===== src/rtl/dkong_hiscore_pkg.sv =====
// Shared types and default constants for the Donkey Kong high-score save/restore controller.
package dkong_hiscore_pkg;

   typedef enum logic [1:0] {
      ST_IDLE,
      ST_REQ,
      ST_XFER,
      ST_REL
   } state_t;

   typedef enum logic {
      DIR_LOAD,   // host buffer -> CPU RAM
      DIR_DUMP    // CPU RAM -> host buffer
   } dir_t;

   localparam logic [14:0] MODE_ADDR   = 15'h600A;
   localparam logic [14:0] BASE_ADDR   = 15'h6100;
   localparam int          LEN         = 34;
   localparam logic [7:0]  ATTRACT_VAL = 8'h01;
   localparam logic [7:0]  GAME_LO     = 8'h0B;
   localparam logic [7:0]  GAME_HI     = 8'h0D;

endpackage


===== src/rtl/dkong_hs_snoop.sv =====
// Watches CPU writes to the game-mode byte and raises load/dump pending flags.
module dkong_hs_snoop
#(
   parameter logic [14:0] MODE_ADDR   = dkong_hiscore_pkg::MODE_ADDR,
   parameter logic [7:0]  ATTRACT_VAL = dkong_hiscore_pkg::ATTRACT_VAL
)(
   input  logic        clk,
   input  logic        srst,
   input  logic        cpu_mreq_n,
   input  logic        cpu_wr_n,
   input  logic [14:0] cpu_addr,
   input  logic [7:0]  cpu_d,
   input  logic        load_req,
   input  logic        dump_req,
   input  logic        restore_done,
   input  logic        load_clr,
   input  logic        dump_clr,
   output logic        load_pend,
   output logic        dump_pend
);
   import dkong_hiscore_pkg::*;

   logic wr_prev_q, wr_prev_d;
   logic in_game_q, in_game_d;
   logic load_pend_q, load_pend_d;
   logic dump_pend_q, dump_pend_d;
   logic wr, mode_event, game_val, load_set, dump_set;

   // One event per CPU write (rising edge of the combined strobe), then flag updates.
   // A set in the same cycle as a clear wins so no event is ever lost.
   always_comb begin
      wr          = ~(cpu_mreq_n | cpu_wr_n);
      wr_prev_d   = wr;
      mode_event  = wr && !wr_prev_q && (cpu_addr == MODE_ADDR);
      game_val    = (cpu_d >= GAME_LO) && (cpu_d <= GAME_HI);
      in_game_d   = mode_event ? game_val : in_game_q;
      dump_set    = dump_req || (mode_event && in_game_q && !game_val);
      load_set    = mode_event && (cpu_d == ATTRACT_VAL) && load_req && !restore_done;
      load_pend_d = (load_pend_q && !load_clr) || load_set;
      dump_pend_d = (dump_pend_q && !dump_clr) || dump_set;
   end

   // Snoop state registers.
   always_ff @(posedge clk) begin
      if (srst) begin
         wr_prev_q   <= 1'b0;
         in_game_q   <= 1'b0;
         load_pend_q <= 1'b0;
         dump_pend_q <= 1'b0;
      end else begin
         wr_prev_q   <= wr_prev_d;
         in_game_q   <= in_game_d;
         load_pend_q <= load_pend_d;
         dump_pend_q <= dump_pend_d;
      end
   end

   assign load_pend = load_pend_q;
   assign dump_pend = dump_pend_q;

endmodule


===== src/rtl/dkong_hiscore_ctrl.sv =====
// High-score save/restore sequencer: borrows the Z80 RAM and copies the score
// table between CPU RAM and the host buffer in either direction.
module dkong_hiscore_ctrl
#(
   parameter logic [14:0] MODE_ADDR   = dkong_hiscore_pkg::MODE_ADDR,
   parameter logic [14:0] BASE_ADDR   = dkong_hiscore_pkg::BASE_ADDR,
   parameter int          LEN         = dkong_hiscore_pkg::LEN,
   parameter logic [7:0]  ATTRACT_VAL = dkong_hiscore_pkg::ATTRACT_VAL
)(
   input  logic        I_CLK,
   input  logic        I_RESET,
   input  logic        I_CPU_MREQn,
   input  logic        I_CPU_WRn,
   input  logic [14:0] I_CPU_ADDR,
   input  logic [7:0]  I_CPU_D,
   input  logic        I_LOAD_REQ,
   input  logic        I_DUMP_REQ,
   output logic        O_BUSRQn,
   input  logic        I_BUSAKn,
   output logic        O_BUSY,
   output logic [14:0] O_RAM_ADDR,
   output logic        O_RAM_WE,
   output logic [7:0]  O_RAM_D,
   input  logic [7:0]  I_RAM_Q,
   output logic [5:0]  O_HS_ADDR,
   output logic        O_HS_WE,
   output logic [7:0]  O_HS_D,
   input  logic [7:0]  I_HS_Q,
   output logic        O_DONE
);
   import dkong_hiscore_pkg::*;

   // Index is one bit wider than the host address so idx==LEN is representable at LEN=64.
   localparam logic [6:0] LAST_IDX = 7'(LEN);

   state_t      state_q, state_d;
   dir_t        dir_q, dir_d;
   logic [6:0]  idx_q, idx_d;
   logic [6:0]  prev_idx;
   logic        restore_done_q, restore_done_d;
   logic        busrq_n_q, busrq_n_d;
   logic        busy_q, busy_d;
   logic        done_q, done_d;
   logic [14:0] ram_addr_q, ram_addr_d;
   logic        ram_we_q, ram_we_d;
   logic [5:0]  hs_addr_q, hs_addr_d;
   logic        hs_we_q, hs_we_d;
   logic        load_pend, dump_pend, load_clr, dump_clr;

   dkong_hs_snoop #(
      .MODE_ADDR   (MODE_ADDR),
      .ATTRACT_VAL (ATTRACT_VAL)
   ) u_snoop (
      .clk          (I_CLK),
      .srst         (I_RESET),
      .cpu_mreq_n   (I_CPU_MREQn),
      .cpu_wr_n     (I_CPU_WRn),
      .cpu_addr     (I_CPU_ADDR),
      .cpu_d        (I_CPU_D),
      .load_req     (I_LOAD_REQ),
      .dump_req     (I_DUMP_REQ),
      .restore_done (restore_done_q),
      .load_clr     (load_clr),
      .dump_clr     (dump_clr),
      .load_pend    (load_pend),
      .dump_pend    (dump_pend)
   );

   // Next-state logic; outputs are derived from the next state so they come straight off flops.
   always_comb begin
      state_d        = state_q;
      dir_d          = dir_q;
      idx_d          = idx_q;
      restore_done_d = restore_done_q;
      load_clr       = 1'b0;
      dump_clr       = 1'b0;
      case (state_q)
         ST_IDLE: begin
            if (load_pend) begin
               state_d  = ST_REQ;
               dir_d    = DIR_LOAD;
               load_clr = 1'b1;
            end else if (dump_pend) begin
               state_d  = ST_REQ;
               dir_d    = DIR_DUMP;
               dump_clr = 1'b1;
            end
         end
         ST_REQ: begin
            if (!I_BUSAKn) begin
               state_d = ST_XFER;
               idx_d   = 7'd0;
            end
         end
         ST_XFER: begin
            if (idx_q == LAST_IDX) state_d = ST_REL;
            else                   idx_d   = idx_q + 7'd1;
         end
         ST_REL: begin
            state_d = ST_IDLE;
            if (dir_q == DIR_LOAD) restore_done_d = 1'b1;
         end
         default: state_d = ST_IDLE;
      endcase

      // Reads are issued at idx; the write for the same byte lands one cycle later at idx-1.
      prev_idx   = idx_d - 7'd1;
      busrq_n_d  = !((state_d == ST_REQ) || (state_d == ST_XFER));
      busy_d     = (state_d == ST_XFER);
      done_d     = (state_d == ST_REL);
      ram_addr_d = 15'd0;
      ram_we_d   = 1'b0;
      hs_addr_d  = 6'd0;
      hs_we_d    = 1'b0;
      if (state_d == ST_XFER) begin
         if (dir_d == DIR_LOAD) begin
            hs_addr_d = idx_d[5:0];
            if (idx_d != 7'd0) begin
               ram_we_d   = 1'b1;
               ram_addr_d = BASE_ADDR + {8'd0, prev_idx};
            end
         end else begin
            ram_addr_d = BASE_ADDR + {8'd0, idx_d};
            if (idx_d != 7'd0) begin
               hs_we_d   = 1'b1;
               hs_addr_d = prev_idx[5:0];
            end
         end
      end
   end

   // Controller FSM and registered outputs.
   always_ff @(posedge I_CLK) begin
      if (I_RESET) begin
         state_q        <= ST_IDLE;
         dir_q          <= DIR_LOAD;
         idx_q          <= 7'd0;
         restore_done_q <= 1'b0;
         busrq_n_q      <= 1'b1;
         busy_q         <= 1'b0;
         done_q         <= 1'b0;
         ram_addr_q     <= 15'd0;
         ram_we_q       <= 1'b0;
         hs_addr_q      <= 6'd0;
         hs_we_q        <= 1'b0;
      end else begin
         state_q        <= state_d;
         dir_q          <= dir_d;
         idx_q          <= idx_d;
         restore_done_q <= restore_done_d;
         busrq_n_q      <= busrq_n_d;
         busy_q         <= busy_d;
         done_q         <= done_d;
         ram_addr_q     <= ram_addr_d;
         ram_we_q       <= ram_we_d;
         hs_addr_q      <= hs_addr_d;
         hs_we_q        <= hs_we_d;
      end
   end

   // Read data from either side arrives one cycle after its address and is forwarded unregistered.
   assign O_RAM_D    = ram_we_q ? I_HS_Q  : 8'h00;
   assign O_HS_D     = hs_we_q  ? I_RAM_Q : 8'h00;
   assign O_BUSRQn   = busrq_n_q;
   assign O_BUSY     = busy_q;
   assign O_DONE     = done_q;
   assign O_RAM_ADDR = ram_addr_q;
   assign O_RAM_WE   = ram_we_q;
   assign O_HS_ADDR  = hs_addr_q;
   assign O_HS_WE    = hs_we_q;

endmodule


===== config.mk =====
export PLATFORM = sky130hd
export DESIGN_NAME = dkong_hiscore_ctrl
export DESIGN_NICKNAME = d
export VERILOG_FILES = /design/src/rtl/dkong_hiscore_pkg.sv /design/src/rtl/dkong_hs_snoop.sv /design/src/rtl/dkong_hiscore_ctrl.sv
export SDC_FILE = /design/constraint.sdc
export NUM_CORES = 1
export LEC_CHECK = 0
export CAP_MARGIN = 25
export CELL_PAD_IN_SITES_DETAIL_PLACEMENT = 1
export CELL_PAD_IN_SITES_GLOBAL_PLACEMENT = 2
export CORE_MARGIN = 1.5
export CORE_UTILIZATION = 23
export CTS_CLUSTER_DIAMETER = 100
export DETAILED_ROUTE_END_ITERATION = 7
export PLACE_DENSITY = 0.76
export SYNTH_ARGS = -nofsm -noshare
export SYNTH_HDL_FRONTEND = slang
export SYNTH_SLANG_ARGS = --single-unit

===== constraint.sdc =====
create_clock -name I_CLK -period 3.9 [get_ports I_CLK]
set_input_delay 0.975 -clock I_CLK [delete_from_list [all_inputs] [get_ports I_CLK]]
set_output_delay 0.975 -clock I_CLK [all_outputs]
set_load 0.05 [all_outputs]

==> run_results.csv, run 1 <==
group,metric,value,unit
worst_setup_path,critPathTopFamily,"buffers and inverters",
cts,cts_hold_buf,0,
timing,period_needed,3330,ps
worst_setup_path,critPathLaunch,"I_RAM_Q[1]",
synth,synth_edf_count,0,
timing,finalSetupTns,0,ps
detailed_routing,post-route-drc-count,0,
timing,slew_headroom,0.608,
hold_path,hp-class,"reg -> reg",
synth,synth-seq-cells,34,
global_route,grt_first_pass_wirelength,8.85,mm
global_route,first_global_vias,1761,
cts,cts_root_buf,"clkbuf_8",
detailed_routing,drt.antenna.violating_nets,0,
floorplan,fp.dieW,94.1,um
synth,yosys.area.top_type_share,0.357,
worst_setup_path,critPathMostFrequentCell,"clkdlybuf4s50_1",
synth,synth-simple-area-share,0.292,
cells_and_area,syn2layout_area_growth,51.7,%
floorplan,coreArea,8130,um^2
pwr,total_power,0.822,mW
floorplan,rows,33,
global_route,gr-total-overflow,0,
hold_path,min_delay_path_depth,2,
pwr,p_leak,1.12,nW
cells_and_area,fin_cells,404,
floorplan,start_util,0.235,
worst_setup_path,crit_path_start_kind,"primary input",
synth,synth_compound_area_frac,0.175,
synth,synth.mux.area_fraction,0.0157,
cells_and_area,antenna_cells,0,
detailed_routing,num_vias,1840,
floorplan,io_pins,88,
cts,cts_buffer_depth,2,
cts,cts_max_level,2,
timing,finalHoldViolCount,0,
timing,worstMarginPinSlew,581,ps
synth,yosys.area.top_type,"dfxtp_1",
global_route,gr-usage-all-layers,0.129,
synth,synth_cell_types,55,
worst_setup_path,path_buf_inv,2,
status,status,"finished, final reports clean",
cts,cts_setup_buffers,0,
detailed_routing,routed_wl,5.54,mm
worst_setup_path,path_max_fanout,1,
placed_design,io_buffers,82,
cts,cts_tree,"done",
hold_path,min_to,"u_snoop.in_game_q$_SDFFE_PP0P_",
cells_and_area,drive_gt1_frac,0.0970,
timing,finalMaxSlewViolations,0,
pwr,power_density,284,nW/um^2
cts,cts_buffers,5,
detailed_routing,routedWlPerCell,13.7,um
global_route,grt_antenna_before_repair,0,
worst_setup_path,reg2reg_slack,870,ps
synth,postSynth.asyncResetShare,0,
cts,clock_latency,290,ps
placed_design,hpwl,4.44,mm
synth,synth_flop_cell,"dfxtp_1",
timing,min_period_over_period,0.853,
synth,synthCells,217,
worst_setup_path,crit_chain,"clkdlybuf4s50_1 > and2_1 > clkdlybuf4s50_1",
cts,cts_num_sinks,34,
floorplan,die_h,94.1,um
synth,syn_area,1910,um^2
worst_setup_path,reg2reg_depth,12,
worst_setup_path,critical_path_class,"in -> out",
timing,finalSetupViolations,0,
synth,ys_warn_count,0,
detailed_routing,drtPass1Iterations,4,
pwr,peakVddDrop,0.000121,V
synth,synthTopCellsByArea,"dfxtp_1 36%, ha_1 5.9%, and2_1 5.2%",
synth,synth_adder_area_share,0.0590,
global_route,grt_max_degree,19,
timing,rsz0062_at_grt,"false",
synth,synthXorXnorAreaFrac,0.0138,
worst_setup_path,max_stage_delay,810,ps
job,max-cap-violations,0,
worst_setup_path,end_kind,"primary output",
floorplan,dieArea,8850,um^2
timing,fmax,0.301,GHz
worst_setup_path,reg2reg_to,"O_HS_ADDR[5]$_SDFF_PP0_",
worst_setup_path,required,2920,ps
cells_and_area,num-nets-final,353,
detailed_routing,drtIter0Drc,55,
cts,cts_resized,0,
synth,syn_avg_cell_area,8.79,um^2
placed_design,gp_congestion,0.793,
worst_setup_path,arrival,2350,ps
placed_design,dp_cells,396,
hold_path,hold_start,"u_snoop.in_game_q$_SDFFE_PP0P_",
synth,synth_top_family_by_area,"simple AND/OR/NAND/NOR gates",
worst_setup_path,crit_slowest_cell,"clkdlybuf4s50_1",
detailed_routing,viasPerCell,4.55,
timing,clock-skew-final,7.83,ps
worst_setup_path,r2r-start,"state_q[0]$_SDFF_PP0_",
cts,cts.clk_slew.worst_paths,60,ps
synth,ys_seq_area_frac,0.357,
## power by group
part / leakage [nW] / switching (mW) / internal, mW
logic: 0.788 / 0.0819 / 0.0748
clock network: 0.0575 / 0.127 / 0.178
registers: 0.275 / 0.00515 / 0.355
## worst max-delay path by stage
stage                                           to  cells after the start
after detailed placement   O_HS_ADDR[5]$_SDFF_PP0_                     11
final                                    O_HS_D[1]                      3
after CTS                                O_HS_D[1]                      3
after global routing                    O_RAM_D[4]                      3
after global placement    O_RAM_ADDR[5]$_SDFF_PP0_                     11
after floorplan           O_RAM_ADDR[5]$_SDFF_PP0_                     13
## cells by family after synthesis
| family | Yosys count |
|---|---|
| buffers and inverters | 28 |
| DFF | 34 |
| adders and majority gates | 9 |
| other | 1 |
| and+or+nand+nor | 95 |
| AOI/OAI and AO/OA | 44 |
| xor gates and xnor gates | 3 |
| muxes | 3 |
## metal layers
layer  GRT usage  up-vias  part of all wire
li1            -      909                 -
met1       0.164      865              0.45
met2       0.213       61              0.49
met3      0.0348        5             0.058
met4      0.0373        0            0.0099
met5           0        -                 0
## registers in the layout, summed over array words and instances, names as in the netlist
signal,flops
restore_done_q,1
O_RAM_ADDR,8
O_DONE,1
dir_q,1
u_snoop.dump_pend,1
u_snoop.load_pend,1
O_BUSRQn,1
O_BUSY,1
O_HS_WE,1
O_HS_ADDR,6
u_snoop.in_game_q,1
state_q,2
O_RAM_WE,1
idx_q,7
u_snoop.wr_prev_q,1
## cell usage in the layout, fill, tap and decap left out, types with 2 or more instances in the layout
cell type        count
inv_2                2
o2bb2ai_1            2
mux2i_1              3
nand3_1              7
nor4_1               5
nand2_1             11
a31oi_1              4
conb_1               5
o21ai_0              3
o21ai_1              3
buf_4                3
a21o_2               2
and2_1              16
a21bo_1              2
nor4bb_1             2
a21oi_1             10
clkbuf_8             8
nor2_1              23
xnor2_1              2
nor3_1               2
dfxtp_1             34
and3_1               3
ha_1                 9
nand4_1              3
clkdlybuf4s50_1     82
nand2_2              2
nand2b_1             2
inv_1               11
nand3b_1             2
nor2b_1              4
o22ai_1              9
## cell usage after synthesis (all sizes together) (3+ instances only)
master and instances:
and2 17, mux2i 3, buf 13, nor3 3, nand3 8, nor2 23
a31oi 4, nor4 6, ha 9, nand2b 3, nor2b 4, nand2 13
o22ai 9, dfxtp 34, and3 4, inv 13, a21oi 11, nand4 3
o21ai 6
## per-stage QoR
step                area (um^2)  setup slack [ps]  hold slack, ps   util
floorplan                  1920               973             437      -
global placement           2780               556             467  0.342
detailed placement         2780               430             471  0.342
CTS                        2890               565             482  0.356
global route               2890               529             520  0.356
finish                     2890               573             476  0.356
## cell type report
class | instances | area (um^2)
multi-input combinational | 159 | 1080
timing repair buffer | 85 | 843
fill | 949 | 5240
clock buffer | 8 | 110
tap | 105 | 131
inverter | 13 | 48.8
sequential | 34 | 681
## worst min-delay path: stages, from the launching register on
cell and delay (ps):
dfxtp_1 310, nand2b_1 60, a21oi_1 60
Power figures use the tool's default switching activity.
==> inputs of run 2 (changes only) <==
- CTS_CLUSTER_SIZE: unset -> 25
==> results of run 2 <==
Same layout as run 1: the final DEF is identical, and so are final timing and power.
